===== src/rtl/mini_alu_ctrl.sv =====
// Sequenced mini ALU: pass, add, sub, and, or and shift-add multiply, run by a four-state FSM.
// Latency: done appears one edge after acceptance for single-cycle ops, WIDTH edges after it for multiply.
// Backpressure: none; start is taken only in IDLE, so a request made while busy is dropped.
module mini_alu_ctrl #(
    parameter int WIDTH = 6
) (
    input  logic             clk,
    input  logic             reset,
    input  logic             start,
    input  logic [2:0]       op,
    input  logic [WIDTH-1:0] x1,
    input  logic [WIDTH-1:0] y1,
    output logic [WIDTH-1:0] c1,
    output logic             flag,
    output logic             err,
    output logic             busy,
    output logic             done
);

    localparam int CW = (WIDTH > 1) ? $clog2(WIDTH) : 1;
    localparam logic [CW-1:0] LAST = CW'(WIDTH - 1);

    localparam logic [2:0] OP_PASS_A = 3'b000;
    localparam logic [2:0] OP_PASS_B = 3'b001;
    localparam logic [2:0] OP_ADD    = 3'b010;
    localparam logic [2:0] OP_SUB    = 3'b011;
    localparam logic [2:0] OP_AND    = 3'b100;
    localparam logic [2:0] OP_OR     = 3'b101;
    localparam logic [2:0] OP_MUL    = 3'b110;

    typedef enum logic [1:0] {
        IDLE = 2'd0,
        EXEC = 2'd1,
        MUL  = 2'd2,
        DONE = 2'd3
    } state_t;

    typedef struct packed {
        logic [2:0]       op;
        logic [WIDTH-1:0] a;
        logic [WIDTH-1:0] b;
    } req_t;

    state_t             state;
    req_t               req_q;
    logic [CW-1:0]      cnt;
    logic [2*WIDTH-1:0] acc;
    logic [2*WIDTH-1:0] mcand;

    logic [WIDTH:0]     sum;
    logic [WIDTH:0]     diff;
    logic [WIDTH-1:0]   ex_res;
    logic               ex_flag;
    logic               ex_err;
    logic [2*WIDTH-1:0] acc_nxt;

    // Single-cycle datapath, evaluated from the latched request only.
    always_comb begin
        sum     = {1'b0, req_q.a} + {1'b0, req_q.b};
        diff    = {1'b0, req_q.a} - {1'b0, req_q.b};
        ex_res  = '0;
        ex_flag = 1'b0;
        ex_err  = 1'b0;
        case (req_q.op)
            OP_PASS_A: ex_res = req_q.a;
            OP_PASS_B: ex_res = req_q.b;
            OP_ADD: begin
                ex_res  = sum[WIDTH-1:0];
                ex_flag = sum[WIDTH];
            end
            OP_SUB: begin
                ex_res  = diff[WIDTH-1:0];
                ex_flag = diff[WIDTH];
            end
            OP_AND:  ex_res = req_q.a & req_q.b;
            OP_OR:   ex_res = req_q.a | req_q.b;
            default: ex_err = 1'b1;
        endcase
    end

    // One multiplier bit per edge; mcand carries A shifted to the current bit weight.
    always_comb begin
        acc_nxt = acc;
        if (req_q.b[cnt]) begin
            acc_nxt = acc + mcand;
        end
    end

    always_ff @(posedge clk) begin
        if (reset) begin
            state <= IDLE;
            req_q <= '0;
            cnt   <= '0;
            acc   <= '0;
            mcand <= '0;
            c1    <= '0;
            flag  <= 1'b0;
            err   <= 1'b0;
            busy  <= 1'b0;
            done  <= 1'b0;
        end else begin
            case (state)
                IDLE: begin
                    done <= 1'b0;
                    if (start) begin
                        req_q.op <= op;
                        req_q.a  <= x1;
                        req_q.b  <= y1;
                        cnt      <= '0;
                        acc      <= '0;
                        mcand    <= {{WIDTH{1'b0}}, x1};
                        busy     <= 1'b1;
                        state    <= (op == OP_MUL) ? MUL : EXEC;
                    end
                end
                EXEC: begin
                    c1    <= ex_res;
                    flag  <= ex_flag;
                    err   <= ex_err;
                    done  <= 1'b1;
                    state <= DONE;
                end
                MUL: begin
                    acc   <= acc_nxt;
                    mcand <= mcand << 1;
                    cnt   <= cnt + 1'b1;
                    if (cnt == LAST) begin
                        c1    <= acc_nxt[WIDTH-1:0];
                        flag  <= |acc_nxt[2*WIDTH-1:WIDTH];
                        err   <= 1'b0;
                        done  <= 1'b1;
                        state <= DONE;
                    end
                end
                DONE: begin
                    done  <= 1'b0;
                    busy  <= 1'b0;
                    state <= IDLE;
                end
                default: begin
                    done  <= 1'b0;
                    busy  <= 1'b0;
                    state <= IDLE;
                end
            endcase
        end
    end

endmodule


===== config.mk =====
export PLATFORM = sky130hd
export DESIGN_NAME = mini_alu_ctrl
export DESIGN_NICKNAME = d
export VERILOG_FILES = /design/src/rtl/mini_alu_ctrl.sv
export SDC_FILE = /design/constraint.sdc
export NUM_CORES = 1
export LEC_CHECK = 0
export ABC_AREA = 1
export ABC_CLOCK_PERIOD_IN_PS = 2700
export BUFFER_PORTS_ARGS = -buffer_cell sky130_fd_sc_hd__buf_2
export CAP_MARGIN = 10
export CORE_MARGIN = 4
export CORE_UTILIZATION = 61
export CTS_CLUSTER_DIAMETER = 80
export DETAILED_ROUTE_END_ITERATION = 16
export GPL_TIMING_DRIVEN = 0
export PLACE_DENSITY = 0.8
export REMOVE_ABC_BUFFERS = 1
export SLEW_MARGIN = 20
export SYNTH_ARGS = -nofsm -noshare
export SYNTH_HDL_FRONTEND = slang
export SYNTH_SLANG_ARGS = --single-unit

===== constraint.sdc =====
create_clock -name clk -period 2.7 [get_ports clk]
set_input_delay 0 -clock clk [delete_from_list [all_inputs] [get_ports clk]]
set_output_delay 0 -clock clk [all_outputs]
set_load 0.01 [all_outputs]

Word level (Yosys, flattened, before mapping):

Index checks and enable logic that the tools add are counted.

* register bits: 54
* bits of input ports: 18
* output and inout bits: 10
* logic and storage cells: 70

* $add $sub $neg: 4
* order comparisons: 1
* eq/ne operators: 12
* mux-type cells: 26
* bitwise operators: 2
* reductions and logical operators: 13

Operators with widths (number)
* case mux 12 bit (2 select lines): 2
* two-way mux 12 bit: 3
* case mux 6 bit (6 select lines): 1
* adder 12 bit: 1
* equality test 3 bit, second input constant: 4
* case mux 6 bit (2 select lines): 1
* OR reduction 6 bit: 2
* AND reduction 2 bit: 5
* case mux 1 bit (2 select lines): 4
* case mux 2 bit (4 select lines): 1
* adder 6 x 6 -> 7 bit: 1
* subtractor 6 x 6 -> 7 bit: 1
* bitwise AND 6 bit: 1
* equality test 3 x 2 -> 1 bit, second input constant: 2
* two-way mux 1 bit: 6
* two-way mux 2 bit: 3
* two-way mux 6 bit: 1
* OR 6 bit: 1
* case mux 3 bit (2 select lines): 1
* nonzero test 2 bit: 3
* equality test 2 bit, second input constant: 2
* less-than comparator 3 x 4 -> 1 bit, second input constant: 1
* != test 2 bit, second input constant: 2
* adder 3 x 1 -> 3 bit, second input constant: 1
* 8 further kinds: 8

Longest topological paths before layout:

* depth in word-level cells: 6
* depth in mapped cells: 15
* mapped depth without buffers: 15

Least setup slack after synthesis:

No wires, ideal clock.

* kind: register to register
* from: register mcand[0]
* to: register flag
* setup time: 0.118 ns
* arrival time: 1.786 ns
* required time: 2.582 ns
* slack: 0.796 ns
* cell stages (with the launch flop): 16
* path buffers: 0
* period minus slack after synthesis: 1.904 ns
* cells stage by stage: dfxtp_1 ha_1 inv_1 fa_1 inv_1 nand3_1 nand3_1 nand2_1 nand2_1 nand2_1 nand3_1 nand2_1 nor3_2 nand3_1 nand2_1 a21oi_2

* longest elaborated chain between the ends: 5

Ends and longest elaborated chain
* start, declared: RTL line 48 `logic [2*WIDTH-1:0] mcand;`
* start signal, assigned: RTL line 111 `mcand <= {{WIDTH{1'b0}}, x1};`
* start signal, assigned: RTL line 125 `mcand <= mcand << 1;`
* adder 12 bit: RTL line 85 `acc_nxt = acc + mcand;`
* two-way mux 12 bit: RTL line 84 `if (req_q.b[cnt]) begin`
* OR reduction 6 bit: RTL line 129 `flag <= |acc_nxt[2*WIDTH-1:WIDTH];`
* two-way mux 1 bit: RTL line 127 `if (cnt == LAST) begin`
* case mux 1 bit (2 select lines): RTL line 102 `case (state)`
* end signal, assigned: RTL line 118 `flag <= ex_flag;`
* end signal, assigned: RTL line 129
* end, declared: RTL line 14 `output logic flag,`

Every way passes these cells. The select of a mux whose other input is x is not followed.
A chain may end at the register's enable or synchronous reset.

Worst setup path in the final report:

* from: register state[0]
* to: register c1[5]

* longest elaborated chain between the ends: 3
* elaborated cells between the ends (all ways): 6
* classes of those cells: 3 x eq/ne; 1 x mux; 2 x reduce/logical

Ends and longest elaborated chain
* start, declared: RTL line 44 `state_t state;`
* start signal, assigned: RTL line 113 `state <= (op == OP_MUL) ? MUL : EXEC;`
* equality test 2 bit / equality test 2 x 1 -> 1 bit (equally long branches): RTL line 102
* != test 2 bit (no line) / nonzero test 2 bit (equally long branches)
* AND reduction 2 bit (no line)
* end signal, assigned: RTL line 117 `c1 <= ex_res;`
* end signal, assigned: RTL line 128 `c1 <= acc_nxt[WIDTH-1:0];`
* end, declared: RTL line 13 `output logic [WIDTH-1:0] c1,`

Parallel ways exist; a longest one is shown, timed or not.

==> out/metrics.yaml <==
status: "completed"
relSlewSlack: 0.3985
setup_ws_ps: 192.6
die_w_um: 85.64
synth_compound_area_frac: 0.2065
cts_tree: "built"
synth_top_family_by_area: "simple AND/OR/NAND/NOR gates"
hold_viol: 0
clkTransAtPathRegs_ps: 100
fin_skew_ps: 6.831
synth_area_leaders: "dfxtp_1, nand2_1, ha_1"
wirelength_um: 9485
max_freq_mhz: 398.8
crit_start: "state[0]"
htree_num_levels: 2
p_leak_nw: 1.905
synth_ff_type: "dfxtp_1"
end_kind: "flop"
synth-seq-cells: 54
syn_area_per_cell_um2: 6.772
pre_cts_ws_ps: -235.4
worst_ep_arrival_time_ps: 2760
rows: 28
cellPowerDensity_mw_per_mm2: 643.8
drc: 0
synth_cell_types: 40
synthMuxAreaShare: 0
die-area_mm2: 0.007334
yosys.area_share.adder: 0.1320
hold_class: "input pin to flop"
drtAntennaViolNets: 0
max-cap-violations: 0
rsz0062_at_grt: "false"
pin_count: 28
antenna_cells: 0
required_ps: 2950
fp.dieH_um: 85.64
drv_slew: 0
synthSimpleGateAreaFrac: 0.2572
core_area_mm2: 0.005886
place_inst: 628
numPortBuffers: 27
post-route-period-util: 0.9287
insertion_delay_ps: 320
timing.rr.start: "state[0]"
area_growth_pct: 10.96
antenna_found_initial: 0
synth_top_area_frac: 0.2940
overflow: 0
num-fill-cells: 503
vias: 3679
cts-root-buf: "clkbuf_8"
hold_path_startpoint: "y1[0]"
clock_path_buffers: 2
avgViaCountPerCell: 5.651
synth_cells: 543
place_area_mm2: 0.003824
cts_setup_buffers: 0
grt_pass1_wl_um: 15600
synth-xor-area-share: 0.009527
synth_edf_count: 0
yosys.area.top_type: "dfxtp_1"
fin_crit_ps: 2507
utilization: 0.6932
start_util: 0.6248
nets: 630
crit_fanout: 12
cp-start-kind: "flop"
ys_seq_area_frac: 0.2940
syn_area_mm2: 0.003677
dr.pass1.iters: 5
grt_pass1_vias: 3472
instances_no_fill: 651
hpwl_um: 6728
final_area_mm2: 0.004080
cts_buffers: 5
clock_sinks: 54
grt_max_degree: 35
crit_type: "flop to flop"
yosysWarnings: 0
gp_congestion: 0.9153
grt_util_all_layers: 0.2595
setup_viol: 0
ir_drop_v: 0.0004757
wl_per_cell_um: 14.57
drtIter0Drc: 312
tightest_slew_ps: 901.3
final_layout_size_suffix_gt1_frac: 0.1128
synthArstFlopShare: 0
## per-stage QoR
step | TNS (ps) | power (W) | hold WS (ps)
floorplan | 0 | 0.001782 | 62.44
global placement | -2373 | 0.002041 | 279.1
detailed placement | -3253 | 0.002084 | 295.8
CTS | -318.0 | 0.002589 | 2.098
global route | 0 | 0.002805 | 5.166
finish | 0 | 0.002627 | 6.981
## worst max-delay path: stages (launching register included)
cell,delay (ps)
dfxtp_1,340
inv_1,80
ha_1,490
clkinvlp_4,470
a21oi_1,380
nor2_2,180
inv_1,240
nor2_1,110
a21oi_2,140
## placed cells by master, fill, tap and decap left out, drive strengths merged, types with 3 or more instances in the layout
cell type | netlist | layout
nand2 | 135 | 135
dfxtp | 54 | 54
ha | 34 | 34
nand3 | 43 | 43
buf | 8 | 27
xnor2 | 3 | 3
a21oi | 61 | 61
or2 | 4 | 4
o211ai | 3 | 3
clkbuf | 9 | 5
nand4 | 6 | 6
a31oi | 7 | 7
o21ai | 47 | 48
inv | 76 | 76
o22ai | 8 | 8
fa | 3 | 3
clkinvlp | 0 | 3
nor2 | 29 | 29
dlygate4sd3 | 0 | 13
## timing repair
action / 4_1_cts / 5_1_grt
pin swaps: 0 / 1
hold buffers: 13 / 0
setup endpoints to repair: 20 / 28
gates cloned: 0 / 2
hold endpoints to repair: 16 / 0
gates resized for setup: 3 / 2
## cells by family (layout without fill, tap and decap cells)
kind of cell / Yosys count / count (layout)
adder cells (fa/ha/maj): 37 / 37
flip-flops: 54 / 54
XOR/XNOR: 4 / 4
buffers and inverters: 93 / 125
AO/OA/AOI/OAI: 135 / 136
AND/OR/NAND/NOR: 220 / 220
## cell usage after synthesis (3+ instances only)
cell type and number:
a31oi_1 7, fa_1 3, inv_1 73, a21oi_2 3, buf_2 7, xnor2_1 3
a21oi_1 58, ha_1 34, nor2_1 27, nand4_1 6, nand2_1 131, o21ai_2 4
or2_2 4, dfxtp_1 54, o21ai_0 41, clkbuf_1 7, nand3_1 41, o22ai_1 8
nand2_2 3
## metal layers
layer / up-vias / part of all wire / wire (um) / track usage
met3: 7 / 0.057 / 539 / 0.02882
met4: 0 / 0.012 / 115 / 0.08777
met2: 121 / 0.46 / 4385 / 0.4364
met1: 1696 / 0.47 / 4444 / 0.3464
met5: - / 0 / 0 / 0
li1: 1855 / - / - / -
## where the power goes
group | switching [W] | internal, W | leakage, nW
clock | 0.000296 | 0.000188 | 0.0447
combinational | 0.000737 | 0.000373 | 1.42
sequential | 0.000109 | 0.000924 | 0.443
## flip-flops by register name, indices dropped and copies added (netlist names)
register  flops
acc          12
busy          1
c1            6
cnt           3
done          1
err           1
flag          1
mcand        12
req_q        15
state         2
## path summary, 6_finish.rpt
kind | endpoint | slack (ps) | cells after the start
max reg2reg | c1[5] | 190 | 8
min reg2reg | flag | 480 | 2
max | c1[5] | 190 | 8
min | req_q[0] | 7 | 3
## cell type report
cell class	count	area, um2	share of cell area
Sequential cell	54	1081	0.2650
Inverter	76	291.5	0.07145
Tap cell	75	93.84	0.02300
Timing Repair inverter	1	5.005	0.001227
Clock buffer	5	68.82	0.01687
Clock inverter	3	25.02	0.006133
Timing Repair Buffer	40	265.3	0.06501
Multi-Input combinational cell	397	2250	0.5514
No activity file was read; power rests on OpenSTA's default activity.
